===== config.mk =====
export PLATFORM = sky130hd
export DESIGN_NAME = mem_access_unit
export DESIGN_NICKNAME = d
export VERILOG_FILES = /design/src/rtl/mem_access_unit.sv
export SDC_FILE = /design/constraint.sdc
export NUM_CORES = 1
export LEC_CHECK = 0
export CAP_MARGIN = 20
export CORE_AREA = 3 3 124 126
export CTS_CLUSTER_DIAMETER = 150
export DETAILED_ROUTE_END_ITERATION = 8
export DIE_AREA = 0 0 127 129
export PLACE_DENSITY = 0.67
export SLEW_MARGIN = 40
export SYNTH_ARGS = -nofsm -noshare
export SYNTH_HDL_FRONTEND = slang
export SYNTH_SLANG_ARGS = --single-unit

===== constraint.sdc =====
create_clock -name clk -period 2.9 [get_ports clk]
set_input_delay 0.58 -clock clk [delete_from_list [all_inputs] [get_ports clk]]
set_output_delay 0.58 -clock clk [all_outputs]
set_load 0.01 [all_outputs]

===== src/rtl/mem_access_unit.sv =====
// ---------------------------------------------------------------------------
// mem_access_unit
//   Load/store unit sitting between the pipeline and a simple request/ack
//   memory port. It accepts one aligned, legal access at a time, stalls the
//   pipeline while it is in flight, lane-selects and extends load data, and
//   replicates store data across all lanes with matching byte enables.
//   Misaligned or illegal requests raise a one-cycle exception pulse instead.
//
// Parameters
//   DW  data path width (32 or 64)
//   AW  address width (at least 3)
//
// Ports
//   clk, reset               clock, synchronous active-high reset
//   req_valid/write/op/addr/wdata   pipeline access request
//   busy                     stall while an access is in flight
//   rsp_valid, rsp_rdata     one-cycle completion pulse and load result
//   exc_adel/ades/op         misaligned load / misaligned store / illegal op
//   mem_req/we/addr/be/wdata memory request side
//   mem_ack, mem_rdata       memory acknowledge and read data
// ---------------------------------------------------------------------------
module mem_access_unit #(
   parameter int DW = 32,
   parameter int AW = 32
) (
   input  logic            clk,
   input  logic            reset,
   input  logic            req_valid,
   input  logic            req_write,
   input  logic [2:0]      req_op,
   input  logic [AW-1:0]   req_addr,
   input  logic [DW-1:0]   req_wdata,
   output logic            busy,
   output logic            rsp_valid,
   output logic [DW-1:0]   rsp_rdata,
   output logic            exc_adel,
   output logic            exc_ades,
   output logic            exc_op,
   output logic            mem_req,
   output logic            mem_we,
   output logic [AW-1:0]   mem_addr,
   output logic [DW/8-1:0] mem_be,
   output logic [DW-1:0]   mem_wdata,
   input  logic            mem_ack,
   input  logic [DW-1:0]   mem_rdata
);

   localparam int NB = DW / 8;
   localparam int OW = $clog2(NB);

   localparam logic [1:0] IDLE = 2'd0;
   localparam logic [1:0] REQ  = 2'd1;
   localparam logic [1:0] RESP = 2'd2;

   localparam logic [2:0] OP_WORD   = 3'b000;
   localparam logic [2:0] OP_BYTE_S = 3'b001;
   localparam logic [2:0] OP_HALF_S = 3'b010;
   localparam logic [2:0] OP_BYTE_U = 3'b011;
   localparam logic [2:0] OP_HALF_U = 3'b100;
   localparam logic [2:0] OP_DWORD  = 3'b101;

   logic [1:0]    state;
   logic [1:0]    stateNext;
   logic          writeReg;
   logic [2:0]    opReg;
   logic [OW-1:0] offsetReg;
   logic          opLegal;
   logic          addrAligned;
   logic          accept;

   // Dword accesses only exist on a 64-bit data path.
   function automatic logic opIsLegal(input logic [2:0] op);
      logic legal;
      case (op)
         OP_WORD, OP_BYTE_S, OP_HALF_S,
         OP_BYTE_U, OP_HALF_U: legal = 1'b1;
         OP_DWORD:             legal = (DW == 64);
         default:              legal = 1'b0;
      endcase
      return legal;
   endfunction

   function automatic logic isAligned(input logic [2:0] op, input logic [2:0] a);
      logic ok;
      case (op)
         OP_BYTE_S, OP_BYTE_U: ok = 1'b1;
         OP_HALF_S, OP_HALF_U: ok = (a[0] == 1'b0);
         OP_WORD:              ok = (a[1:0] == 2'b00);
         OP_DWORD:             ok = (a == 3'b000);
         default:              ok = 1'b0;
      endcase
      return ok;
   endfunction

   function automatic logic [NB-1:0] byteEnables(input logic [2:0] op,
                                                 input logic [OW-1:0] off);
      logic [NB-1:0] base;
      base = '0;
      case (op)
         OP_BYTE_S, OP_BYTE_U: base[0]   = 1'b1;
         OP_HALF_S, OP_HALF_U: base[1:0] = 2'b11;
         OP_WORD:              base[3:0] = 4'hF;
         OP_DWORD:             base      = '1;
         default:              base      = '0;
      endcase
      return base << off;
   endfunction

   function automatic logic [DW-1:0] replicate(input logic [2:0] op,
                                               input logic [DW-1:0] w);
      logic [DW-1:0] r;
      case (op)
         OP_BYTE_S, OP_BYTE_U: r = {NB{w[7:0]}};
         OP_HALF_S, OP_HALF_U: r = {(NB/2){w[15:0]}};
         OP_WORD:              r = {(NB/4){w[31:0]}};
         default:              r = w;
      endcase
      return r;
   endfunction

   // Shift the addressed lane down to bit 0, then fill the upper bits.
   // A word on a 64-bit path is sign-extended, like the other signed loads.
   function automatic logic [DW-1:0] extendLoad(input logic [DW-1:0] rd,
                                                input logic [2:0] op,
                                                input logic [OW-1:0] off);
      logic [DW-1:0] lane;
      logic [DW-1:0] r;
      lane = rd >> {off, 3'b000};
      case (op)
         OP_BYTE_S: begin
            r = {DW{lane[7]}};
            r[7:0] = lane[7:0];
         end
         OP_BYTE_U: begin
            r = '0;
            r[7:0] = lane[7:0];
         end
         OP_HALF_S: begin
            r = {DW{lane[15]}};
            r[15:0] = lane[15:0];
         end
         OP_HALF_U: begin
            r = '0;
            r[15:0] = lane[15:0];
         end
         OP_WORD: begin
            r = {DW{lane[31]}};
            r[31:0] = lane[31:0];
         end
         OP_DWORD:  r = lane;
         default:   r = '0;
      endcase
      return r;
   endfunction

   // Request qualification: only an idle unit takes aligned, legal requests.
   always_comb begin
      opLegal     = opIsLegal(req_op);
      addrAligned = isAligned(req_op, req_addr[2:0]);
      accept      = (state == IDLE) && req_valid && opLegal && addrAligned;
   end

   // Next-state logic for the IDLE -> REQ -> RESP handshake.
   always_comb begin
      stateNext = state;
      case (state)
         IDLE: begin
            if (accept) stateNext = REQ;
            else        stateNext = IDLE;
         end
         REQ: begin
            if (mem_ack) stateNext = RESP;
            else         stateNext = REQ;
         end
         RESP:    stateNext = IDLE;
         default: stateNext = IDLE;
      endcase
   end

   // State, request latching and all registered outputs.
   always_ff @(posedge clk) begin
      if (reset) begin
         state     <= IDLE;
         busy      <= 1'b0;
         writeReg  <= 1'b0;
         opReg     <= 3'b000;
         offsetReg <= '0;
         rsp_valid <= 1'b0;
         rsp_rdata <= '0;
         exc_adel  <= 1'b0;
         exc_ades  <= 1'b0;
         exc_op    <= 1'b0;
         mem_req   <= 1'b0;
         mem_we    <= 1'b0;
         mem_addr  <= '0;
         mem_be    <= '0;
         mem_wdata <= '0;
      end else begin
         state     <= stateNext;
         busy      <= (stateNext != IDLE);
         rsp_valid <= 1'b0;
         exc_adel  <= 1'b0;
         exc_ades  <= 1'b0;
         exc_op    <= 1'b0;
         case (state)
            IDLE: begin
               if (accept) begin
                  writeReg  <= req_write;
                  opReg     <= req_op;
                  offsetReg <= req_addr[OW-1:0];
                  mem_req   <= 1'b1;
                  mem_we    <= req_write;
                  mem_addr  <= {req_addr[AW-1:OW], {OW{1'b0}}};
                  mem_be    <= byteEnables(req_op, req_addr[OW-1:0]);
                  mem_wdata <= replicate(req_op, req_wdata);
               end else if (req_valid) begin
                  // An illegal op hides any alignment problem.
                  if (!opLegal)       exc_op   <= 1'b1;
                  else if (req_write) exc_ades <= 1'b1;
                  else                exc_adel <= 1'b1;
               end
            end
            REQ: begin
               if (mem_ack) begin
                  mem_req   <= 1'b0;
                  mem_we    <= 1'b0;
                  mem_be    <= '0;
                  rsp_valid <= 1'b1;
                  rsp_rdata <= writeReg ? '0 : extendLoad(mem_rdata, opReg, offsetReg);
               end
            end
            RESP: begin
               mem_req <= 1'b0;
               mem_we  <= 1'b0;
               mem_be  <= '0;
            end
            default: begin
               mem_req <= 1'b0;
               mem_we  <= 1'b0;
               mem_be  <= '0;
            end
         endcase
      end
   end

endmodule


[After elaboration in Yosys (flattened, before gate mapping)]
Cells that the tools add are included.
Storage, ports and cells
  register bits after elaboration: 113
  bits in latches: 0
  RAM bits: 0
  bits in read-only memories: 0
  input bits: 104
  logic and storage cells: 89
  memories kept: 0
Cells by class
  add/subtract/negate cells: 0
  $mul: 0
  divide/modulo/power cells: 0
  magnitude comparators: 0
  equality and inequality tests: 13
  shift-type cells: 2
  mux-type cells: 32
  bitwise logic cells: 5
  reduce and logical (&&, ||, !) cells: 22
Operators with widths (number)
  32-bit one-hot mux with 5 select lines: 1
  32-bit one-hot mux with 2 select lines: 1
  32-bit 2-to-1 mux: 1
  32-bit by 5-bit right shift with 32-bit output: 1
  1-bit 2-to-1 mux: 17
  3-bit by 2-bit equality test with 1-bit output, second input constant: 4
  3-bit equality test, second input constant: 4
  2-bit 2-to-1 mux: 5
  2-bit OR reduction: 5
  5-bit OR reduction: 2
  3-bit logical NOT: 3
  4-bit 2-to-1 mux: 2
  4-bit one-hot mux with 2 select lines: 1
  4-bit OR reduction: 2
  3-bit by 1-bit equality test with 1-bit output, second input constant: 2
  2-bit AND reduction: 3
  6-bit OR reduction: 1
  1-bit NOT: 5
  2-bit logical NOT: 2
  2-bit != test, second input constant: 2
  1-bit one-hot mux with 2 select lines: 2
  1-bit one-hot mux with 4 select lines: 1
  2-bit one-hot mux with 2 select lines: 1
  4-bit by 2-bit left shift with 4-bit output: 1
  3 further kinds: 5

[Depth between registers and ports, before layout]
  depth after elaboration: 11
  gate-level depth with buffers: 8
  gate-level depth less buffers: 5

[Least setup slack after synthesis]
No wires, ideal clock.
  path kind: input to register
  start point: input port req_op[1]
  end point: register mem_wdata[29]
  data arrival time: 1960 ps
  path slack: 808 ps
  stages on the path: 8
  path buffers: 3
  cells stage by stage: buf_2 -> o21ai_2 -> nand2_2 -> a2111o_1 -> buf_2 -> buf_2 -> a211oi_1 -> nor3_1
On the way
  longest elaborated chain between the ends: 6
  elaborated cells between the ends (all ways): 15
  those cells by class: eq/ne: 5; mux: 3; reduce/logical: 7
Ends and longest elaborated chain
  start: declaration: RTL line 30  | input logic [2:0] req_op,
  3-bit by 2-bit equality test with 1-bit output, or another cell as far along: RTL line 74, 85, 112
  5-bit OR reduction: RTL line 74  | case (op)
  1-bit 2-to-1 mux: RTL line 74
  1-bit logical AND (2 in series): RTL line 160  | accept = (state == IDLE) && req_valid && opLegal && addrAligned;
  2-bit AND reduction (no source line)
  end signal: assignment: RTL line 215  | mem_wdata <= replicate(req_op, req_wdata);
  end: declaration: RTL line 43  | output logic [DW-1:0] mem_wdata,
Parallel ways exist; a longest one is shown, timed or not.
A chain may end at the register's enable or synchronous reset.

[Worst setup path in the final report]
  start point: input port req_op[1]
  end point: register mem_wdata[11]
The elaborated chain is that of the path after synthesis.

==> flow_metrics.py <==
metrics = {
    "outcome": {
        "outcome": "finished clean",
    },
    "drt": {
        "drt_first_iter_violations": 334,
        "route.final.wire_length_um": 17160,
        "wl_per_cell_um": 17.21,
        "detail_route.drc_violations": 0,
        "dr_total_vias": 5225,
        "drt-vias-per-instance": 5.241,
        "drtAntennaViolNets": 0,
        "detailed_router_iteration_count_before_antenna_repair": 5,
    },
    "sta": {
        "final-hold-violation-count": 0,
        "number_of_slew_limit_violations_in_the_final_report": 0,
        "fin_setup_tns_ns": 0,
        "timing.slew.headroom_pct": 52.74,
        "max_clock_freq_mhz": 419.8,
        "skew_ns": 0.005774,
        "tightest_slew_ns": 0.7075,
        "report.final.setup_viol": 0,
        "setup_repair_after_global_routing_missed_its_margin": "false",
        "final_worst_slack_ns": 0.5178,
        "final_period_minus_worst_setup_slack_ns": 2.382,
        "timing.final.crit_share_pct": 82.14,
    },
    "floorplan": {
        "die-height_um": 129,
        "die_area_mm2": 0.01638,
        "core_footprint_mm2": 0.01442,
        "die_width_um": 127,
        "fp-row-count": 44,
        "num_io_pins": 211,
        "initial_core_util_pct": 34.72,
    },
    "placement": {
        "gp_congestion": 0.8607,
        "placement.io_buffers": 208,
        "postPlaceCellArea_mm2": 0.007207,
        "post_detailed_placement_half_perimeter_wirelength_um": 12400,
        "placement.setup.worst_slack_ns": 0.09901,
        "post-place-cells": 965,
    },
    "clock_tree": {
        "cts.repair_timing.setup_buffer_count": 0,
        "clock_sink_count": 113,
        "clkTransAtPathRegs_ns": 0.06,
        "tritoncts": "done",
        "cts.root.buffer_cell": "sky130_fd_sc_hd__clkbuf_16",
        "numCtsBuffers": 17,
        "cts_max_level": 4,
        "clockBufferDepth": 2,
        "clock_latency_ns": 0.41,
        "hold_buffer_count_at_cts": 0,
        "post_cts_resized": 0,
    },
    "power_and_ir_drop": {
        "power.leakage_uw": 0.002788,
        "power_density_mw_per_mm2": 587.9,
        "irDropWorstVdd_uv": 326.7,
    },
    "global_routing": {
        "vias_in_the_first_global_route": 5231,
        "grt_antenna_before_repair": 0,
        "pin_count_of_the_biggest_net_entering_global_routing": 63,
        "grt_usage_pct": 20.46,
        "grt_first_pass_wirelength_um": 26680,
        "grt-ovfl-total": 0,
    },
    "cells_and_area": {
        "fin_cells": 997,
        "number_of_fill_cells": 1299,
        "num-nets-final": 904,
        "final_layout_size_suffix_gt1_share_pct": 7.503,
        "num_antenna_cells": 0,
        "area_growth_pct": 56.51,
        "area_of_all_placed_cells_without_fillers_mm2": 0.007839,
    },
    "setup_path": {
        "critPathSlowestCell": "sky130_fd_sc_hd__clkdlybuf4s50_1",
        "critPathMaxFanout": 20,
        "wp_buf_inv": 2,
        "startpoint_class": "input pin",
        "reg2reg_setup_slack_ns": 0.68,
        "critical_path_class": "input pin to flip-flop",
        "critical_path.cell_chain": "clkdlybuf4s50_1 -> nand2b_1 -> a21oi_1 -> a2111o_2 -> buf_4 -> a211oi_1 -> nor3_1",
        "timing.critical_path.arrival_ns": 2.66,
        "critical_path.endpoint_type": "flip-flop",
        "path_delay_family": "buffers and inverters",
        "worst-endpoint-required_ns": 3.18,
        "cpPeakStageDelay_ns": 0.70,
    },
    "hold_path": {
        "min-delay-path-class": "flip-flop to flip-flop",
    },
    "synthesis": {
        "ys.warnings.count": 0,
        "synth_seq_area_share_pct": 45.17,
        "synth.distinct_cells": 42,
        "synthArstFlopShare_pct": 0,
        "postSynthAreaPerCell_um2": 8.171,
        "synth_top_cells_by_area": "sky130_fd_sc_hd__dfxtp_1, sky130_fd_sc_hd__nand2_1, sky130_fd_sc_hd__a21oi_1, sky130_fd_sc_hd__mux2i_1, sky130_fd_sc_hd__nor2_1",
        "synth_top_cell_by_area": "sky130_fd_sc_hd__dfxtp_1",
        "yosys_most_used_dff": "sky130_fd_sc_hd__dfxtp_1",
        "synth_seq_cells": 113,
        "synth.top_cell.area_share_pct": 45.17,
        "synth_area_mm2": 0.005009,
        "count_of_flip_flops_with_a_built_in_enable_after_synthesis": 0,
        "synth_cells": 613,
    },
    "flow_run": {
        "drv.max_cap_violation_count": 0,
    },
}
[through the flow]
stage          hold WS (ns)  util [%]  power, µW
2_1_floorplan        0.4361         -       2031
3_3_place_gp         0.4394     49.97       2399
3_5_place_dp         0.4477     49.97       2410
4_1_cts              0.4559     54.35       4650
5_1_grt              0.4751     54.35       4791
6_report             0.4521     54.35       4609
[metal layers]
| metal | share of wire, % | track usage (%) |
|---|---|---|
| met1 | 40 | 23.51 |
| met2 | 47 | 34.53 |
| met3 | 10 | 8.136 |
| met4 | 2.0 | 7.508 |
| met5 | 0 | 0 |
[report_power, final]
part / internal, µW / switching (µW)
registers: 1620 / 42.5
logic: 370 / 344
clock network: 1450 / 783
[worst min-delay path, cell delays in order, from the launching register on]
cell                      delay [ns]
sky130_fd_sc_hd__dfxtp_1        0.31
sky130_fd_sc_hd__nand2_1        0.05
sky130_fd_sc_hd__a21oi_1        0.05
[cell families (layout without fill, tap and decap cells)]
kind of cell / count (synthesis) / after routing / share of synthesized area [%]
muxes: 29 / 29 / 6.070
DFF: 113 / 113 / 45.17
AOI/OAI and AO/OA: 168 / 168 / 22.68
buffers and inverters: 60 / 259 / 5.646
other: 1 / 2 / 0.07487
and+or+nand+nor: 242 / 242 / 20.36
[registers in the layout, summed over array words and instances (netlist names), 2 cells and up]
signal	cells
mem_wdata	32
offsetReg	2
mem_addr	30
opReg	3
mem_be	4
rsp_rdata	32
state	2
[worst paths after layout]
check             cells after the start    startpoint       endpoint
setup / recovery                      7     req_op[1]  mem_wdata[11]
setup reg to reg                      5  offsetReg[1]  rsp_rdata[17]
hold / removal                        2  mem_wdata[7]   mem_wdata[7]
hold reg to reg                       2  mem_wdata[7]   mem_wdata[7]
[cell usage after synthesis, types with 9 or more instances]
master                     count
sky130_fd_sc_hd__a22oi_1       9
sky130_fd_sc_hd__a221oi_1      9
sky130_fd_sc_hd__clkbuf_1     25
sky130_fd_sc_hd__buf_2        19
sky130_fd_sc_hd__nor2_1       66
sky130_fd_sc_hd__mux2i_1      27
sky130_fd_sc_hd__dfxtp_1     113
sky130_fd_sc_hd__nand2_1     122
sky130_fd_sc_hd__a21oi_1      66
sky130_fd_sc_hd__a211oi_1     25
sky130_fd_sc_hd__nor3_1       28
sky130_fd_sc_hd__nor2b_1      10
sky130_fd_sc_hd__o21ai_0      19
[cell usage in the layout (no fill, tap or decap), types with 4 or more instances in the layout]
| master | Yosys | final |
|---|---|---|
| sky130_fd_sc_hd__clkdlybuf4s50_1 | 0 | 207 |
| sky130_fd_sc_hd__buf_4 | 7 | 12 |
| sky130_fd_sc_hd__a2bb2oi_1 | 8 | 8 |
| sky130_fd_sc_hd__nor3_1 | 28 | 28 |
| sky130_fd_sc_hd__nor2b_1 | 10 | 10 |
| sky130_fd_sc_hd__a211oi_1 | 25 | 24 |
| sky130_fd_sc_hd__a221oi_1 | 9 | 9 |
| sky130_fd_sc_hd__a211o_1 | 7 | 7 |
| sky130_fd_sc_hd__o21ai_0 | 19 | 19 |
| sky130_fd_sc_hd__a32oi_1 | 7 | 7 |
| sky130_fd_sc_hd__bufinv_16 | 0 | 4 |
| sky130_fd_sc_hd__dfxtp_1 | 113 | 113 |
| sky130_fd_sc_hd__inv_6 | 0 | 4 |
| sky130_fd_sc_hd__mux2i_1 | 27 | 27 |
| sky130_fd_sc_hd__a21oi_1 | 66 | 66 |
| sky130_fd_sc_hd__a22oi_1 | 9 | 9 |
| sky130_fd_sc_hd__a221o_1 | 8 | 8 |
| sky130_fd_sc_hd__nand2_1 | 122 | 122 |
| sky130_fd_sc_hd__inv_1 | 5 | 5 |
| sky130_fd_sc_hd__nor2_1 | 66 | 66 |
| sky130_fd_sc_hd__clkbuf_16 | 0 | 17 |
[area by class of cell]
cell class | instances | area [µm²] | area share, %
clock buffer | 17 | 425.4 | 5.427
clock inverter | 15 | 206.4 | 2.634
inverter | 5 | 18.77 | 0.2394
multi-input combinational | 441 | 2474 | 31.56
sequential | 113 | 2262 | 28.86
tap | 184 | 230.2 | 2.937
timing repair buffer | 222 | 2222 | 28.35
(Power assumes the default switching activity.)
